--- src/rtl/adder_seq_pkg.sv ---
// Shared types and widths for the adder_tree_seq sequencer.
// Widths cover the worst case 15+15+255+255 = 540 without truncation.
package adder_seq_pkg;

    localparam int A_W  = 4;
    localparam int C_W  = 8;
    localparam int S1_W = 5;
    localparam int S2_W = 9;
    localparam int S3_W = 10;

    typedef enum logic [2:0] {
        IDLE    = 3'd0,
        ADD_AB  = 3'd1,
        ADD_CD  = 3'd2,
        ADD_FIN = 3'd3,
        DONE    = 3'd4
    } state_t;

endpackage

--- src/rtl/adder_tree_seq_shared_adder.sv ---
// Single combinational 10-bit unsigned adder reused by every step of the tree.
// Callers zero-extend narrower operands before presenting them.
module shared_adder
    import adder_seq_pkg::*;
(
    input  logic [S3_W-1:0] x,
    input  logic [S3_W-1:0] y,
    output logic [S3_W-1:0] sum
);

    assign sum = x + y;

endmodule

--- src/rtl/adder_tree_seq.sv ---
// Computes sum3 = (a + b) + (c + d) over three cycles with one shared adder.
// Optional partial-sum ports sum1/sum2 appear when ADDER_SEQ_PARTIALS_EN is defined.
module adder_tree_seq
    import adder_seq_pkg::*;
#(
    parameter int CNT_W = 16
) (
    input  logic             clk,
    input  logic             rst_n,
    input  logic             in_valid,
    output logic             in_ready,
    input  logic [A_W-1:0]   a,
    input  logic [A_W-1:0]   b,
    input  logic [C_W-1:0]   c,
    input  logic [C_W-1:0]   d,
    output logic             out_valid,
    input  logic             out_ready,
    output logic [S3_W-1:0]  sum3,
    output logic             busy,
    output logic [CNT_W-1:0] done_cnt
`ifdef ADDER_SEQ_PARTIALS_EN
    ,
    output logic [S1_W-1:0]  sum1,
    output logic [S2_W-1:0]  sum2
`endif
);

    state_t state;
    state_t next_state;

    logic [A_W-1:0]   a_q;
    logic [A_W-1:0]   b_q;
    logic [C_W-1:0]   c_q;
    logic [C_W-1:0]   d_q;
    logic [S1_W-1:0]  sum1_q;
    logic [S2_W-1:0]  sum2_q;
    logic [S3_W-1:0]  sum3_q;
    logic [CNT_W-1:0] done_cnt_q;

    logic [S3_W-1:0]  add_x;
    logic [S3_W-1:0]  add_y;
    logic [S3_W-1:0]  add_sum;

    shared_adder u_shared_adder (
        .x   (add_x),
        .y   (add_y),
        .sum (add_sum)
    );

    always_ff @(posedge clk) begin
        if (!rst_n) begin
            state <= IDLE;
        end else begin
            state <= next_state;
        end
    end

    // Handshake flags depend on state alone, so no input reaches an output combinationally.
    always_comb begin
        next_state = state;
        add_x      = '0;
        add_y      = '0;
        in_ready   = 1'b0;
        out_valid  = 1'b0;
        busy       = 1'b1;
        case (state)
            IDLE: begin
                in_ready = 1'b1;
                busy     = 1'b0;
                if (in_valid) begin
                    next_state = ADD_AB;
                end
            end
            ADD_AB: begin
                add_x      = {{(S3_W-A_W){1'b0}}, a_q};
                add_y      = {{(S3_W-A_W){1'b0}}, b_q};
                next_state = ADD_CD;
            end
            ADD_CD: begin
                add_x      = {{(S3_W-C_W){1'b0}}, c_q};
                add_y      = {{(S3_W-C_W){1'b0}}, d_q};
                next_state = ADD_FIN;
            end
            ADD_FIN: begin
                add_x      = {{(S3_W-S1_W){1'b0}}, sum1_q};
                add_y      = {{(S3_W-S2_W){1'b0}}, sum2_q};
                next_state = DONE;
            end
            DONE: begin
                out_valid = 1'b1;
                if (out_ready) begin
                    next_state = IDLE;
                end
            end
            default: begin
                next_state = IDLE;
            end
        endcase
    end

    always_ff @(posedge clk) begin
        if (!rst_n) begin
            a_q        <= '0;
            b_q        <= '0;
            c_q        <= '0;
            d_q        <= '0;
            sum1_q     <= '0;
            sum2_q     <= '0;
            sum3_q     <= '0;
            done_cnt_q <= '0;
        end else begin
            case (state)
                IDLE: begin
                    if (in_valid) begin
                        a_q <= a;
                        b_q <= b;
                        c_q <= c;
                        d_q <= d;
                    end
                end
                ADD_AB: begin
                    sum1_q <= add_sum[S1_W-1:0];
                end
                ADD_CD: begin
                    sum2_q <= add_sum[S2_W-1:0];
                end
                ADD_FIN: begin
                    sum3_q <= add_sum;
                end
                DONE: begin
                    if (out_ready) begin
                        done_cnt_q <= done_cnt_q + CNT_W'(1);
                    end
                end
                default: begin
                end
            endcase
        end
    end

    assign sum3     = sum3_q;
    assign done_cnt = done_cnt_q;

`ifdef ADDER_SEQ_PARTIALS_EN
    assign sum1 = sum1_q;
    assign sum2 = sum2_q;
`endif

endmodule

--- config.mk ---
export PLATFORM = sky130hd
export DESIGN_NAME = adder_tree_seq
export DESIGN_NICKNAME = d
export VERILOG_FILES = /design/src/rtl/adder_seq_pkg.sv /design/src/rtl/adder_tree_seq_shared_adder.sv /design/src/rtl/adder_tree_seq.sv
export SDC_FILE = /design/constraint.sdc
export NUM_CORES = 1
export LEC_CHECK = 0
export BUFFER_PORTS_ARGS = -buffer_cell sky130_fd_sc_hd__buf_4
export CORE_MARGIN = 2
export CORE_UTILIZATION = 40
export DETAILED_ROUTE_END_ITERATION = 10
export SLEW_MARGIN = 30
export SYNTH_ARGS = -nofsm -noshare
export SYNTH_HDL_FRONTEND = slang
export SYNTH_SLANG_ARGS = --single-unit
--- constraint.sdc ---
create_clock -name clk -period 2.6 [get_ports clk]
set_input_delay 0.13 -clock clk [delete_from_list [all_inputs] [get_ports clk]]
set_output_delay 0.13 -clock clk [all_outputs]
set_load 0.05 [all_outputs]
==> run summary <==
simple-gate portion of the synthesized area = 25.3%
FF-to-FF Start = state[0]$_SDFFE_PN0P_
crit start category = flop
Critical Path End = sum2_q[6]$_SDFFE_PN0N_
Seq pwr share = 43.6%
later-pin clock latency in the skew report = 340 ps
die width = 95.0 microns
antenna violations before repair = 0
Crit. End Element = flop
core area = 0.00813 sq mm
Largest stage delay, worst path = 390 ps
RSZ-0062 raised after global routing = true
post-synth cell types = 53
Synth Area per Inst = 8.20 sq um
register area share after synthesis = 40.5%
Min Hold Slack = 25.1 ps
Area Growth Syn to Fin = 26.0%
largest family of logic cells by synthesized area = simple AND/OR/NAND/NOR gates
global-route wire length before repair = 12900 microns
commonest non-fill, non-tap cells in the layout = nand2_1, buf_4, dfxtp_1
delay-heaviest family, CP = compound AO/OA/AOI/OAI gates
Final period util = 97.2%
Arr. time, crit path = 2770 ps
post-synthesis mux area share = 3.32%
worst path required time = 2840 ps
r2r worst-path depth = 9
CTS tree = built
Most used DFF post-synth = dfxtp_1
Post-synth EDFFs = 0
critical path depth = 9
slew margin rel. = 57.5%
WS Path Type = flop to flop
Final Routed Wirelength = 8000 microns
area of the mapped netlist = 0.00331 sq mm
Async S/R FF share, synth = 0%
Pint = 1.88 mW
register area = 0.00135 sq mm
max_cap viols = 0
initial DRC count = 156
Fmax = 396 MHz
CTS Buffer Depth = 2
clock power share = 42.3%
Worst R2R Setup Slack = 70 ps
minimum clock period = 2530 ps
Antenna Cells = 0
Die Height = 95.0 microns
Post-layout nets = 502
Max VDD drop = 0.289 mV
logic gate share of total power = 14.0%
hold crit path type = primary input to flop
CP Max Fanout = 6
most common cell after layout, fill and taps aside = nand2_1
post-synthesis net count = 442
largest net degree at the start of global routing = 58
PD cells = 607 mW/mm^2
row cnt = 33
Multi-input gate area = 0.00184 sq mm
Post-Layout Inst Area = 0.00418 sq mm
hold_sp = d[0]
leakage power = 1.70 nW
Compound-Gate Fraction of Synth Area = 19.3%
critical path startpoint = state[0]$_SDFFE_PN0P_
die area = 0.00903 sq mm
Clock Tree Root = clkbuf_8
setup TNS = 0 ps
Num CTS Buffers = 9
Port Buffers = 56
vias in the first global route = 2577
H-tree Lvls = 3
critical-path cell list = buf_6 > mux2_2 > a21oi_1 > nor2_1 > ha_1 > nor2b_2 > o31a_1 > o31a_1 > o41ai_1
layout cells sized above 1 = 24.3%
Post-Syn Instances = 404
Fin. Hold Viols = 0
Top-Level Pins = 57
Residual DRC = 0
CTS Sinks = 67
critical path buffer and inverter count = 1
Vias = 3001
GRT Total Usage = 18.5%
Worst-path clk slew = 80 ps
Starting Density = 40.7%
r2r endpoint = sum2_q[6]$_SDFFE_PN0N_
synthesized flop and latch total = 67
Post-DP Area = 0.00388 sq mm
xor/xnor cell area share of the yosys netlist = 2.91%
status = finished clean
Post-Synth Adder-Cell Area = 4.00%
Routed Antenna Nets = 0
Avg Vias per Cell = 5.23
NetSw = 0.648 mW
DR WL/cell = 13.9 microns
Synth warnings = 0
skew final = 13.2 ps
global route overflow = 0
Tightest Pin Transition = 638 ps
GP Congestion = 0.893
Power, Total = 2.53 mW
Final Max Slew Viols = 0
drt pass-1 iters = 4
Sw Ratio = 25.6%
hpwl dp = 5730 microns
# setup viols final = 0
Most Frequent Cell on Critical Path = o31a_1
Fillers = 785
Worst path slowest cell = dfxtp_4
-- Yosys cell counts (all sizes together) (4+ instances only) --
cell,number,area share [%]
o31ai,5,1.1
o21ai,7,1.1
nand4,5,1.1
nand2b,4,0.76
a22o,5,1.3
ha,9,3.4
a31oi,4,0.76
nor2,26,2.9
clkbuf,19,2.2
nor3,8,1.2
nand2,77,8.7
nand3,16,2.4
o211ai,4,0.91
or3,7,1.3
a211o,5,1.3
mux2,8,2.7
inv,8,0.91
a21o,4,0.91
nand3b,6,1.4
a21oi,48,7.3
buf,8,1.5
and2,4,0.76
xnor2,8,2.1
o21a,4,0.91
dfxtp,67,40
a211oi,4,0.91
-- worst min path at each step --
stage,end,slack (ps),cells after the start
after floorplan,c_q[5]$_SDFFE_PN0P_,270,2
after global placement,c_q[3]$_SDFFE_PN0P_,380,3
after detailed placement,c_q[3]$_SDFFE_PN0P_,390,3
after CTS,d_q[6]$_SDFFE_PN0P_,10,3
after global routing,d_q[0]$_SDFFE_PN0P_,20,3
final,d_q[0]$_SDFFE_PN0P_,30,3
-- kinds of logic (layout without fill, tap and decap cells) --
family / after synthesis / count (layout)
adder cells (fa/ha/maj): 10 / 10
AND/OR/NAND/NOR: 169 / 169
multiplexers: 10 / 10
XOR/XNOR: 11 / 11
flip-flops: 67 / 67
AO/OA/AOI/OAI: 101 / 101
buffers and inverters: 36 / 101
-- per-layer routing --
layer | GRT usage, % | wire length (microns) | up-vias
met1 | 27.4 | 4040 | 1390
met5 | 0 | 0 | -
met3 | 3.79 | 289 | 9
met4 | 6.88 | 109 | 0
li1 | - | - | 1544
met2 | 26.3 | 3560 | 58
-- through the flow --
stage	util (%)	setup WS, ps	std cells
2_1_floorplan	-	7.60	404
4_1_cts	50.9	87.7	573
3_3_place_gp	47.8	50.8	557
3_5_place_dp	47.8	-25.3	557
5_1_grt	51.3	-4.20	574
6_report	51.3	72.0	574
-- power groups by stage --
| stage | combinational, mW | sequential [mW] | clock, mW |
|---|---|---|---|
| after floorplan | 0.235 | 1.12 | 0 |
| final | 0.356 | 1.11 | 1.07 |
| after detailed placement | 0.349 | 1.13 | 0 |
| after global placement | 0.346 | 1.13 | 0 |
| after global routing | 0.391 | 1.11 | 1.15 |
| after CTS | 0.350 | 1.11 | 1.10 |
-- sequential cells by signal (all words and copies together) (netlist names) --
name and cells:
c_q 8, b_q 4, state 3, sum1_q 5, sum2_q 9, a_q 4
sum3 10, done_cnt 16, d_q 8
-- area by class of cell --
cell class	count	area share, %
multi-input combinational	301	44.1
sequential	67	32.2
timing repair buffer	76	13.8
clock buffer	10	3.30
tap	105	3.15
clock inverter	6	2.70
inverter	9	0.809
-- tightest hold or removal path: stages --
cell and delay (ps):
buf_4 110, nand2_1 40, a21oi_1 50
-- timing repair --
action                     CTS  global route
hold buffers                 0             0
gates resized for setup      1            11
setup buffers                0             1
pin swaps                    0             1
setup endpoints to repair    2             6
No activity file was read; power rests on OpenSTA's default activity.
